<file path="config.mk">
export PLATFORM = sky130hd
export DESIGN_NAME = uart_tx_arbiter
export DESIGN_NICKNAME = d
export VERILOG_FILES = /design/src/rtl/uart_tx_arbiter.sv
export SDC_FILE = /design/constraint.sdc
export NUM_CORES = 1
export LEC_CHECK = 0
export ABC_AREA = 0
export BUFFER_PORTS_ARGS = -buffer_cell sky130_fd_sc_hd__buf_2
export CAP_MARGIN = 20
export CORE_MARGIN = 1
export CORE_UTILIZATION = 48
export CTS_CLUSTER_SIZE = 16
export DETAILED_ROUTE_END_ITERATION = 8
export PLACE_DENSITY_LB_ADDON = 0.1
export SLEW_MARGIN = 0
export SYNTH_ARGS = -nofsm -noshare
export SYNTH_HDL_FRONTEND = slang
export SYNTH_SLANG_ARGS = --single-unit
</file>
<file path="constraint.sdc">
create_clock -name clk -period 2.6 [get_ports clk]
set_input_delay 0.52 -clock clk [delete_from_list [all_inputs] [get_ports clk]]
set_output_delay 0.52 -clock clk [all_outputs]
set_load 0.03 [all_outputs]
</file>
<file path="src/rtl/uart_tx_arbiter.sv">
// Round-robin, packet-granular arbiter sharing one UART byte transmitter among NREQ requesters.
// Optional stall watchdog enabled with `define UART_ARB_TIMEOUT_EN.
module uart_tx_arbiter #(
    parameter int unsigned NREQ    = 4,
    parameter int unsigned IDW     = 2,
    parameter int unsigned TIMEOUT = 50000,
    parameter int unsigned TOW     = 16
) (
    input  logic              clk,
    input  logic              rst,
    input  logic [NREQ-1:0]   req_valid_i,
    input  logic [8*NREQ-1:0] req_data_i,
    input  logic [NREQ-1:0]   req_last_i,
    output logic [NREQ-1:0]   req_ready_o,
    output logic [7:0]        tx_data_o,
    output logic              tx_start_o,
    input  logic              tx_busy_i,
    output logic [IDW-1:0]    grant_id_o,
    output logic              grant_active_o,
    output logic              pkt_done_o,
    output logic              timeout_err_o
);

    if ((NREQ < 2) || (NREQ > 8) || ((1 << IDW) < NREQ) || (TIMEOUT >= (1 << TOW))) begin : g_bad_cfg
        $error("uart_tx_arbiter: inconsistent NREQ/IDW/TIMEOUT/TOW");
    end

    typedef enum logic [1:0] {
        IDLE,
        SEND,
        WAIT_BUSY,
        WAIT_DONE
    } state_e;

    state_e          state_q, state_d;
    logic [7:0]      tx_data_q, tx_data_d;
    logic            tx_start_q, tx_start_d;
    logic [IDW-1:0]  grant_id_q, grant_id_d;
    logic            grant_active_q, grant_active_d;
    logic            pkt_done_q, pkt_done_d;
    logic [IDW-1:0]  rr_ptr_q, rr_ptr_d;
    logic            last_q, last_d;

    logic            win_found;
    logic [IDW-1:0]  win_id;
    logic            owner_valid;
    logic            xfer;

`ifdef UART_ARB_TIMEOUT_EN
    logic [TOW-1:0]  to_cnt_q, to_cnt_d;
    logic            to_err_q, to_err_d;
    logic            stall;
`endif

    // Round-robin winner: first valid requester after the last owner.
    always_comb begin
        win_found = 1'b0;
        win_id    = '0;
        for (int unsigned k = 1; k <= NREQ; k++) begin
            int unsigned idx;
            idx = (32'(rr_ptr_q) + k) % NREQ;
            if (!win_found && req_valid_i[IDW'(idx)]) begin
                win_found = 1'b1;
                win_id    = IDW'(idx);
            end
        end
    end

    assign owner_valid = req_valid_i[grant_id_q];
    assign xfer        = (state_q == SEND) && owner_valid && !tx_busy_i;

    // Handshake is combinational from registered state; suppressed during reset.
    always_comb begin
        req_ready_o = '0;
        if (xfer && !rst) begin
            req_ready_o = NREQ'(1) << grant_id_q;
        end
    end

    always_comb begin
        state_d        = state_q;
        tx_data_d      = tx_data_q;
        tx_start_d     = 1'b0;
        grant_id_d     = grant_id_q;
        grant_active_d = grant_active_q;
        pkt_done_d     = 1'b0;
        rr_ptr_d       = rr_ptr_q;
        last_d         = last_q;
        case (state_q)
            IDLE: begin
                if (win_found) begin
                    grant_id_d     = win_id;
                    grant_active_d = 1'b1;
                    state_d        = SEND;
                end
            end
            SEND: begin
                if (xfer) begin
                    tx_data_d  = req_data_i[8*grant_id_q +: 8];
                    tx_start_d = 1'b1;
                    last_d     = req_last_i[grant_id_q];
                    state_d    = WAIT_BUSY;
                end
            end
            WAIT_BUSY: begin
                if (tx_busy_i) begin
                    state_d = WAIT_DONE;
                end
            end
            WAIT_DONE: begin
                if (!tx_busy_i) begin
                    if (last_q) begin
                        state_d        = IDLE;
                        pkt_done_d     = 1'b1;
                        rr_ptr_d       = grant_id_q;
                        grant_active_d = 1'b0;
                    end else begin
                        state_d = SEND;
                    end
                end
            end
            default: state_d = IDLE;
        endcase

`ifdef UART_ARB_TIMEOUT_EN
        // Watchdog: counts owner stalls in SEND and missing busy rise in WAIT_BUSY.
        to_cnt_d = '0;
        to_err_d = 1'b0;
        stall    = 1'b0;
        case (state_q)
            SEND: begin
                if (!xfer && !owner_valid) begin
                    to_cnt_d = to_cnt_q + TOW'(1);
                    stall    = 1'b1;
                end else if (!xfer) begin
                    to_cnt_d = to_cnt_q;
                end
            end
            WAIT_BUSY: begin
                if (!tx_busy_i) begin
                    to_cnt_d = to_cnt_q + TOW'(1);
                    stall    = 1'b1;
                end
            end
            default: to_cnt_d = '0;
        endcase
        if (stall && (to_cnt_d == TOW'(TIMEOUT))) begin
            to_err_d       = 1'b1;
            to_cnt_d       = '0;
            state_d        = IDLE;
            grant_active_d = 1'b0;
            rr_ptr_d       = grant_id_q;
        end
`endif
    end

    always_ff @(posedge clk) begin
        if (rst) begin
            state_q        <= IDLE;
            tx_data_q      <= '0;
            tx_start_q     <= 1'b0;
            grant_id_q     <= '0;
            grant_active_q <= 1'b0;
            pkt_done_q     <= 1'b0;
            rr_ptr_q       <= IDW'(NREQ - 1);
            last_q         <= 1'b0;
        end else begin
            state_q        <= state_d;
            tx_data_q      <= tx_data_d;
            tx_start_q     <= tx_start_d;
            grant_id_q     <= grant_id_d;
            grant_active_q <= grant_active_d;
            pkt_done_q     <= pkt_done_d;
            rr_ptr_q       <= rr_ptr_d;
            last_q         <= last_d;
        end
    end

`ifdef UART_ARB_TIMEOUT_EN
    always_ff @(posedge clk) begin
        if (rst) begin
            to_cnt_q <= '0;
            to_err_q <= 1'b0;
        end else begin
            to_cnt_q <= to_cnt_d;
            to_err_q <= to_err_d;
        end
    end

    assign timeout_err_o = to_err_q;
`else
    assign timeout_err_o = 1'b0;
`endif

    assign tx_data_o      = tx_data_q;
    assign tx_start_o     = tx_start_q;
    assign grant_id_o     = grant_id_q;
    assign grant_active_o = grant_active_q;
    assign pkt_done_o     = pkt_done_q;

endmodule

</file>
# After elaboration in Yosys (flattened, before gate mapping)
# Index checks and enable logic that the tools add are counted.
# Widths: inputs -> output; s select.
# classes
add_sub_neg	4
n_lt_le_gt_ge	5
eq_ne	8
shift	2
muxes	33
bitwise	3
reduce_logical	20
# op_table
operator	n
$shiftx 32x6->8	1
$mux 1	16
$mux 2	8
$lt 2x3->1 const B	5
$bmux 1 s2	6
$ne 2x2->1 const B	5
$pmux 2 s4	1
$reduce_and 4->1	2
$logic_and 1x1->1	6
$logic_not 1->1	5
$add 2x1->2 const B	2
$add 2x2->2 const B	2
$eq 2x2->1 const B	2
$mux 4	1
$reduce_and 2->1	2
$shl 1x2->4 const A	1
$not 1->1	3
$reduce_and 3->1	1
$reduce_or 3->1	1
$eq 2x1->1 const B	1
$logic_not 2->1	1
$pmux 1 s2	1
$reduce_bool 2->1	1
$reduce_or 2->1	1
# word_totals
reg_bits	18
in_bits	43
output_inout_bits	18
word_cells	83

# Depth between registers and ports, before layout
# Gate-level depths: netlist of the first run.
# logic_depth
word_depth	15
ltp_mapped	6
depth_no_buf	6

# Worst setup path before layout of the first run
# Ideal clock, no wire load.
# synth_path
path_type	register to output
from	reg grant_id_q[1] (netlist: grant_id_o[1])
to	out req_ready_o[1]
arrival_ns	2.193
setup_slack_ns	-0.113
stages_incl_launch_ff	6
path_buffers	1
path_cell_list	dfxtp_1 buf_2 mux2i_1 o22ai_2 nand2_2 nor4_1
# synth_between
elab_chain_cells	6
elab_cells_between_ends	7
classes_between	1 x shift; 3 x mux; 3 x reduce/logical
# synth_lines
item	line	rtl
start, declared	38	logic [IDW-1:0] grant_id_q, grant_id_d;
start signal, assigned	171	grant_id_q <= grant_id_d;
$bmux 1 s2	69	assign owner_valid = req_valid_i[grant_id_q];
$mux 1 (implied by the code)	69	
$logic_and 1x1->1 (2 in series)	70	assign xfer = (state_q == SEND) && owner_valid && !tx_busy_i;
$logic_and 1x1->1	75	if (xfer && !rst) begin
$mux 4 *	75	
end, declared	14	output logic [NREQ-1:0] req_ready_o,
# Mark *: on every way between the ends. The rest lies on a longest branch, timed or not. The select of a mux whose other input is x is not followed.

# Worst setup path in the final report of the first run
# layout_path
from	reg grant_id_q[0] (netlist: grant_id_o[0])
to	out req_ready_o[2]
# The elaborated chain is that of the path after synthesis.

==> results.sh, run 1 <==
export IMPL_grt_start_max_net_pins=24
export IMPL_vdd_drop_max_v=0.000473
export IMPL_start_util_pct=52.1
export IMPL_nets=230
export IMPL_grt_busiest_layer="met2"
export IMPL_min_period_ps=2130
export IMPL_arrival_ps=1610
export IMPL_timing_fmax_mhz=469
export IMPL_cts_clk_slew_worst_paths_ps=110
export IMPL_syn_num_nets=171
export IMPL_rows=17
export IMPL_path_class="reg -> out"
export IMPL_crit_required_ps=2080
export IMPL_pre_cts_slack_ps=498
export IMPL_register_area_um2=360
export IMPL_synthCells=123
export IMPL_clk_insertion_delay_late_ps=300
export IMPL_end_kind="primary output"
export IMPL_antenna_found_initial=0
export IMPL_cp_cell_sequence="or2_1 > o22ai_2 > nand2_2 > nor4_1 > buf_2"
export IMPL_die_w_um=51.4
export IMPL_wl_um=2940
export IMPL_rsz0062_at_grt="no"
export IMPL_yosysSeqAreaShare_pct=30.7
export IMPL_synth_seq_cells=18
export IMPL_wl_per_cell_um=14.1
export IMPL_fin_ws_ps=467
export IMPL_synth_area_per_cell_um2=9.54
export IMPL_core_area_um2=2250
export IMPL_multi_input_area_um2=734
export IMPL_placed_cells=205
export IMPL_met2_usage_pct=48.5
export IMPL_vias=1181
export IMPL_cts_buffers=3
export IMPL_fin_cells=209
export IMPL_postCtsSetupRepairBufs=0
export IMPL_met3_usage_pct=5.95
export IMPL_cts_path_max_buffers=2
export IMPL_syn_area_um2=1170
export IMPL_leakage_nw=0.667
export IMPL_final_area_um2=1520
export IMPL_drt_iter0_markers=15
export IMPL_met1_usage_pct=28.9
export IMPL_cts_tree="yes"
export IMPL_die_h_um=51.4
export IMPL_portBuffers=59
export IMPL_layout_common_cells="59 x buf_2, 18 x dfxtp_1, 11 x o21ai_0, 11 x a21oi_1, 10 x nand3_1"
export IMPL_dp_final_hpwl_um=2360
export IMPL_drt_first_pass_iters=4
export IMPL_cts_hold_buf=0
export IMPL_ioPinCount=61
export IMPL_ctsHtreeMaxLevel=1
export IMPL_drive_gt1_share_pct=44.8
export IMPL_via_per_inst=5.65
export IMPL_critPathMaxStageDelay_ps=360
export IMPL_drc=0
export IMPL_yosysWarningCount=0
export IMPL_slew_violations=0
export IMPL_cts_root_buf="clkbuf_4"
export IMPL_status="finished clean"
export IMPL_gp_congestion=0.828
export IMPL_finClkSkew_ps=4.96
export IMPL_fillers=212
export IMPL_overflow=0
export IMPL_fin_crit_sh_pct=82.0
export IMPL_area_growth_pct=29.6
export IMPL_cp_slowest_cell="dfxtp_1"
export IMPL_placedInstanceArea_um2=1490
export IMPL_synth_cell_types=34
export IMPL_grt_use_total_pct=26.1
export IMPL_finalSetupViolations=0
export IMPL_synth_top_area_cell="dfxtp_1"
export IMPL_crit_fanout=5
export IMPL_hold_class="reg -> reg"
export IMPL_yosysTopAreaCellShare_pct=30.7
export IMPL_maxCapViolations=0
export IMPL_final_common_cell="buf_2"
export IMPL_grt_pass1_vias=1177
export IMPL_p_per_area_nw_per_um2=743
export IMPL_crit_path_start_kind="flop"
export IMPL_cts_sinks=18
export IMPL_ys_top_cells_by_area="dfxtp_1 31%, mux4_2 17%, ha_1 5.3%"
export IMPL_antenna_cells=0
export IMPL_cts_resized=0
export IMPL_hold_violations=0
export IMPL_fp_dieArea_um2=2650
export IMPL_total_power_mw=1.13
export IMPL_grt_pass1_wl_um=5040
export IMPL_ant_nets=0
## cells in the mapped netlist
cell	n
nor4_1	4
o22ai_2	1
clkbuf_1	3
or2_1	1
a221o_1	1
o21a_1	1
nand2_2	1
mux2i_1	3
a21oi_2	1
buf_4	1
ha_1	5
nor2_1	6
conb_1	1
buf_6	1
inv_1	8
mux4_2	9
a221oi_2	1
nand2b_1	5
o31ai_1	1
nand3b_1	1
dfxtp_1	18
o21bai_1	1
o221ai_1	2
a21oi_1	11
buf_2	3
a211o_1	3
buf_1	1
o21ai_0	11
and2_1	1
a211oi_1	2
nor4_2	1
nand3_1	10
o22a_1	2
nor2b_1	2
## path summary, 6_finish.rpt
kind / start / to / slack, ps / cells after the start
worst max-delay path: grant_id_o[0] / req_ready_o[2] / 470 / 5
worst min-delay path: tx_data_o[6] / tx_data_o[6] / 490 / 2
worst max register to register: state_q[0] / state_q[0] / 870 / 6
worst min register to register: tx_data_o[6] / tx_data_o[6] / 490 / 2
## final cells by class
type | instances | share of cell area [%]
clock buffers | 4 | 2.38
inverters | 8 | 1.97
multi-input cells | 88 | 48.3
flip-flops and latches | 18 | 23.7
well taps | 28 | 2.30
repair buffers | 63 | 21.4
## flip-flops by register name, indices dropped and copies added (netlist names)
| name | flops |
|---|---|
| rr_ptr_q | 2 |
| tx_data_o | 8 |
| grant_active_o | 1 |
| last_q | 1 |
| tx_start_o | 1 |
| grant_id_o | 2 |
| pkt_done_o | 1 |
| state_q | 2 |
## cells by family after synthesis
group,synth area share [%]
buf+inv,6.72
compound gates,21.7
other cells,0.320
flops,30.7
mux,19.8
fa+ha+maj,5.33
simple gates,15.4
## routing by layer
metal | vias to the layer above | wire length, um
met4 | 0 | 30
met1 | 562 | 1160
met2 | 38 | 1610
met3 | 4 | 135
met5 | - | 0
li1 | 577 | -
## critical path: cells and delay by family (launching register included)
kind / cells / cell delay [ps]
compound gates: 1 / 160
buf+inv: 1 / 240
flops: 1 / 360
simple gates: 3 / 550
## per-stage QoR
stage          util (%)  hold slack, ps  TNS, ps
3_5_place_dp       65.9             470        0
5_1_grt            67.5             512        0
3_3_place_gp       65.9             461        0
2_1_floorplan         -             467     -339
4_1_cts            67.5             486        0
6_report           67.5             487        0
## power by group
group | internal [mW] | switching, mW
Clock | 0.0854 | 0.0954
Sequential | 0.318 | 0.0336
Combinational | 0.257 | 0.340
Total | 0.661 | 0.469
Note: power is estimated with default switching activity, not from simulation.
==> run 2: changes to the inputs <==
- CORE_ASPECT_RATIO: default -> 2
- CORE_UTILIZATION: 48 -> 45
- clock period: 2.6 -> 2.1 ns (I/O delays scaled with it)
==> results.sh, run 2 (synthesis results as in run 1) <==
export IMPL_status="finished clean"
export IMPL_largest_reg_flops=8
export IMPL_drc=0
export IMPL_critPathMaxStageDelay_ps=320
export IMPL_antenna_cells=0
export IMPL_start_util_pct=48.7
export IMPL_tightest_slew_ps=497
export IMPL_cts_hold_buf=0
export IMPL_fillers=207
export IMPL_clkPwrFrac_pct=16.1
export IMPL_die_h_um=74.2
export IMPL_cp_slowest_cell="dfxtp_2"
export IMPL_finClkSkew_ps=4.69
export IMPL_r2r_slack_ps=430
export IMPL_drt_first_pass_iters=6
export IMPL_p_per_area_nw_per_um2=907
export IMPL_p_sw_share_pct=41.6
export IMPL_ioPinCount=61
export IMPL_cp_cell_sequence="or2_1 > o22ai_4 > nand2_4 > nor4_4 > buf_4"
export IMPL_layout_common_cells="58 x buf_2, 16 x dfxtp_1, 11 x o21ai_0, 11 x a21oi_1, 10 x nand3_1"
export IMPL_ctsHtreeMaxLevel=1
export IMPL_cts_clk_slew_worst_paths_ps=60
export IMPL_area_growth_pct=36.7
export IMPL_grt_use_total_pct=22.6
export IMPL_via_per_inst=5.66
export IMPL_wl_um=3070
export IMPL_min_period_ps=2010
export IMPL_max_slew_margin_pct=66.6
export IMPL_ant_nets=0
export IMPL_cp_top_family="simple AND/OR/NAND/NOR gates"
export IMPL_dp_final_hpwl_um=2470
export IMPL_rows=25
export IMPL_cts_root_buf="clkbuf_8"
export IMPL_maxCapViolations=0
export IMPL_grt_start_max_net_pins=19
export IMPL_antenna_found_initial=0
export IMPL_crit_fanout=5
export IMPL_final_common_cell="buf_2"
export IMPL_leakage_nw=0.691
export IMPL_seqPwrFrac_pct=30.0
export IMPL_portBuffers=59
export IMPL_p_int_uw=850
export IMPL_die_w_um=38.1
export IMPL_drt_iter0_markers=50
export IMPL_clk_insertion_delay_late_ps=250
export IMPL_vdd_drop_max_v=0.000601
export IMPL_register_area_um2=363
export IMPL_cts_sinks=18
export IMPL_fp_dieArea_um2=2830
export IMPL_grt_pass1_wl_um=4680
export IMPL_core_area_um2=2410
export IMPL_hold_class="reg -> reg"
export IMPL_multi_input_area_um2=801
export IMPL_slew_violations=0
export IMPL_gp_congestion=0.725
export IMPL_cts_buffers=3
export IMPL_power_switching_uw=605
export IMPL_cts_tree="yes"
export IMPL_overflow=0
export IMPL_cts_path_max_buffers=2
export IMPL_crit_path_start_kind="flop"
export IMPL_rsz0062_at_grt="no"
export IMPL_timing_fmax_mhz=498
export IMPL_wl_per_cell_um=14.7
export IMPL_crit_buf_inv=1
export IMPL_arrival_ps=1590
export IMPL_end_kind="primary output"
export IMPL_fin_crit_sh_pct=95.6
export IMPL_drive_gt1_share_pct=47.5
export IMPL_grt_pass1_vias=1139
export IMPL_hold_violations=0
export IMPL_finalSetupViolations=0
export IMPL_nets=231
export IMPL_crit_required_ps=1680
export IMPL_tns_ps=0
export IMPL_combinationalPowerShare_pct=53.9
export IMPL_vias=1177
export IMPL_utilization_pct=66.6
export IMPL_path_class="reg -> out"
run 2: layout make-up:
cell class              instances  share of cell area [%]
flip-flops and latches         18                    22.6
inverters                       8                    1.87
multi-input cells              88                    49.9
repair buffers                 64                    20.9
clock buffers                   3                    2.57
well taps                      27                    2.11
run 2: per-stage QoR:
stage | hold WS (ps) | setup slack [ps] | cell area [um2] | total power, mW | std cells
finish | 476 | 93.1 | 1600 | 1.45 | 208
CTS | 477 | 46.3 | 1600 | 1.47 | 208
detailed placement | 468 | 88.5 | 1560 | 1.23 | 205
global placement | 460 | 116 | 1560 | 1.21 | 205
global route | 501 | 23.1 | 1600 | 1.56 | 208
floorplan | 467 | 9.96 | 1240 | 1.04 | 123
run 2: worst min-delay path, delay by kind of cell (launching register included):
kind / cells / cell delay (ps)
AO/OA/AOI/OAI: 2 / 120
flip-flops: 1 / 300
run 2: timing repair:
item	CTS	global route
setup buffers	0	0
endpoints found under the setup margin	0	1
gates resized for setup	0	2
run 2: power groups by stage:
stage / logic [mW] / registers (mW) / clock network (mW)
after floorplan: 0.545 / 0.498 / 0
after global placement: 0.772 / 0.441 / 0
after detailed placement: 0.787 / 0.443 / 0
after CTS: 0.791 / 0.436 / 0.243
after global routing: 0.857 / 0.442 / 0.256
final: 0.784 / 0.436 / 0.235
run 2: worst paths after layout:
check | to | startpoint | cells after the start
max | req_ready_o[0] | grant_id_o[0] | 5
max reg2reg | state_q[0] | state_q[1] | 5
min reg2reg | tx_data_o[1] | tx_data_o[1] | 2
min | tx_data_o[1] | tx_data_o[1] | 2
run 2: metal layers:
layer | share of wire (%) | up-vias | GRT usage (%) | routed length (um)
li1 | - | 578 | - | -
met3 | 3.9 | 2 | 2.09 | 119
met1 | 36 | 557 | 21.1 | 1100
met4 | 0.59 | 0 | 9.13 | 18
met2 | 60 | 40 | 45.6 | 1830
met5 | 0 | - | 0 | 0
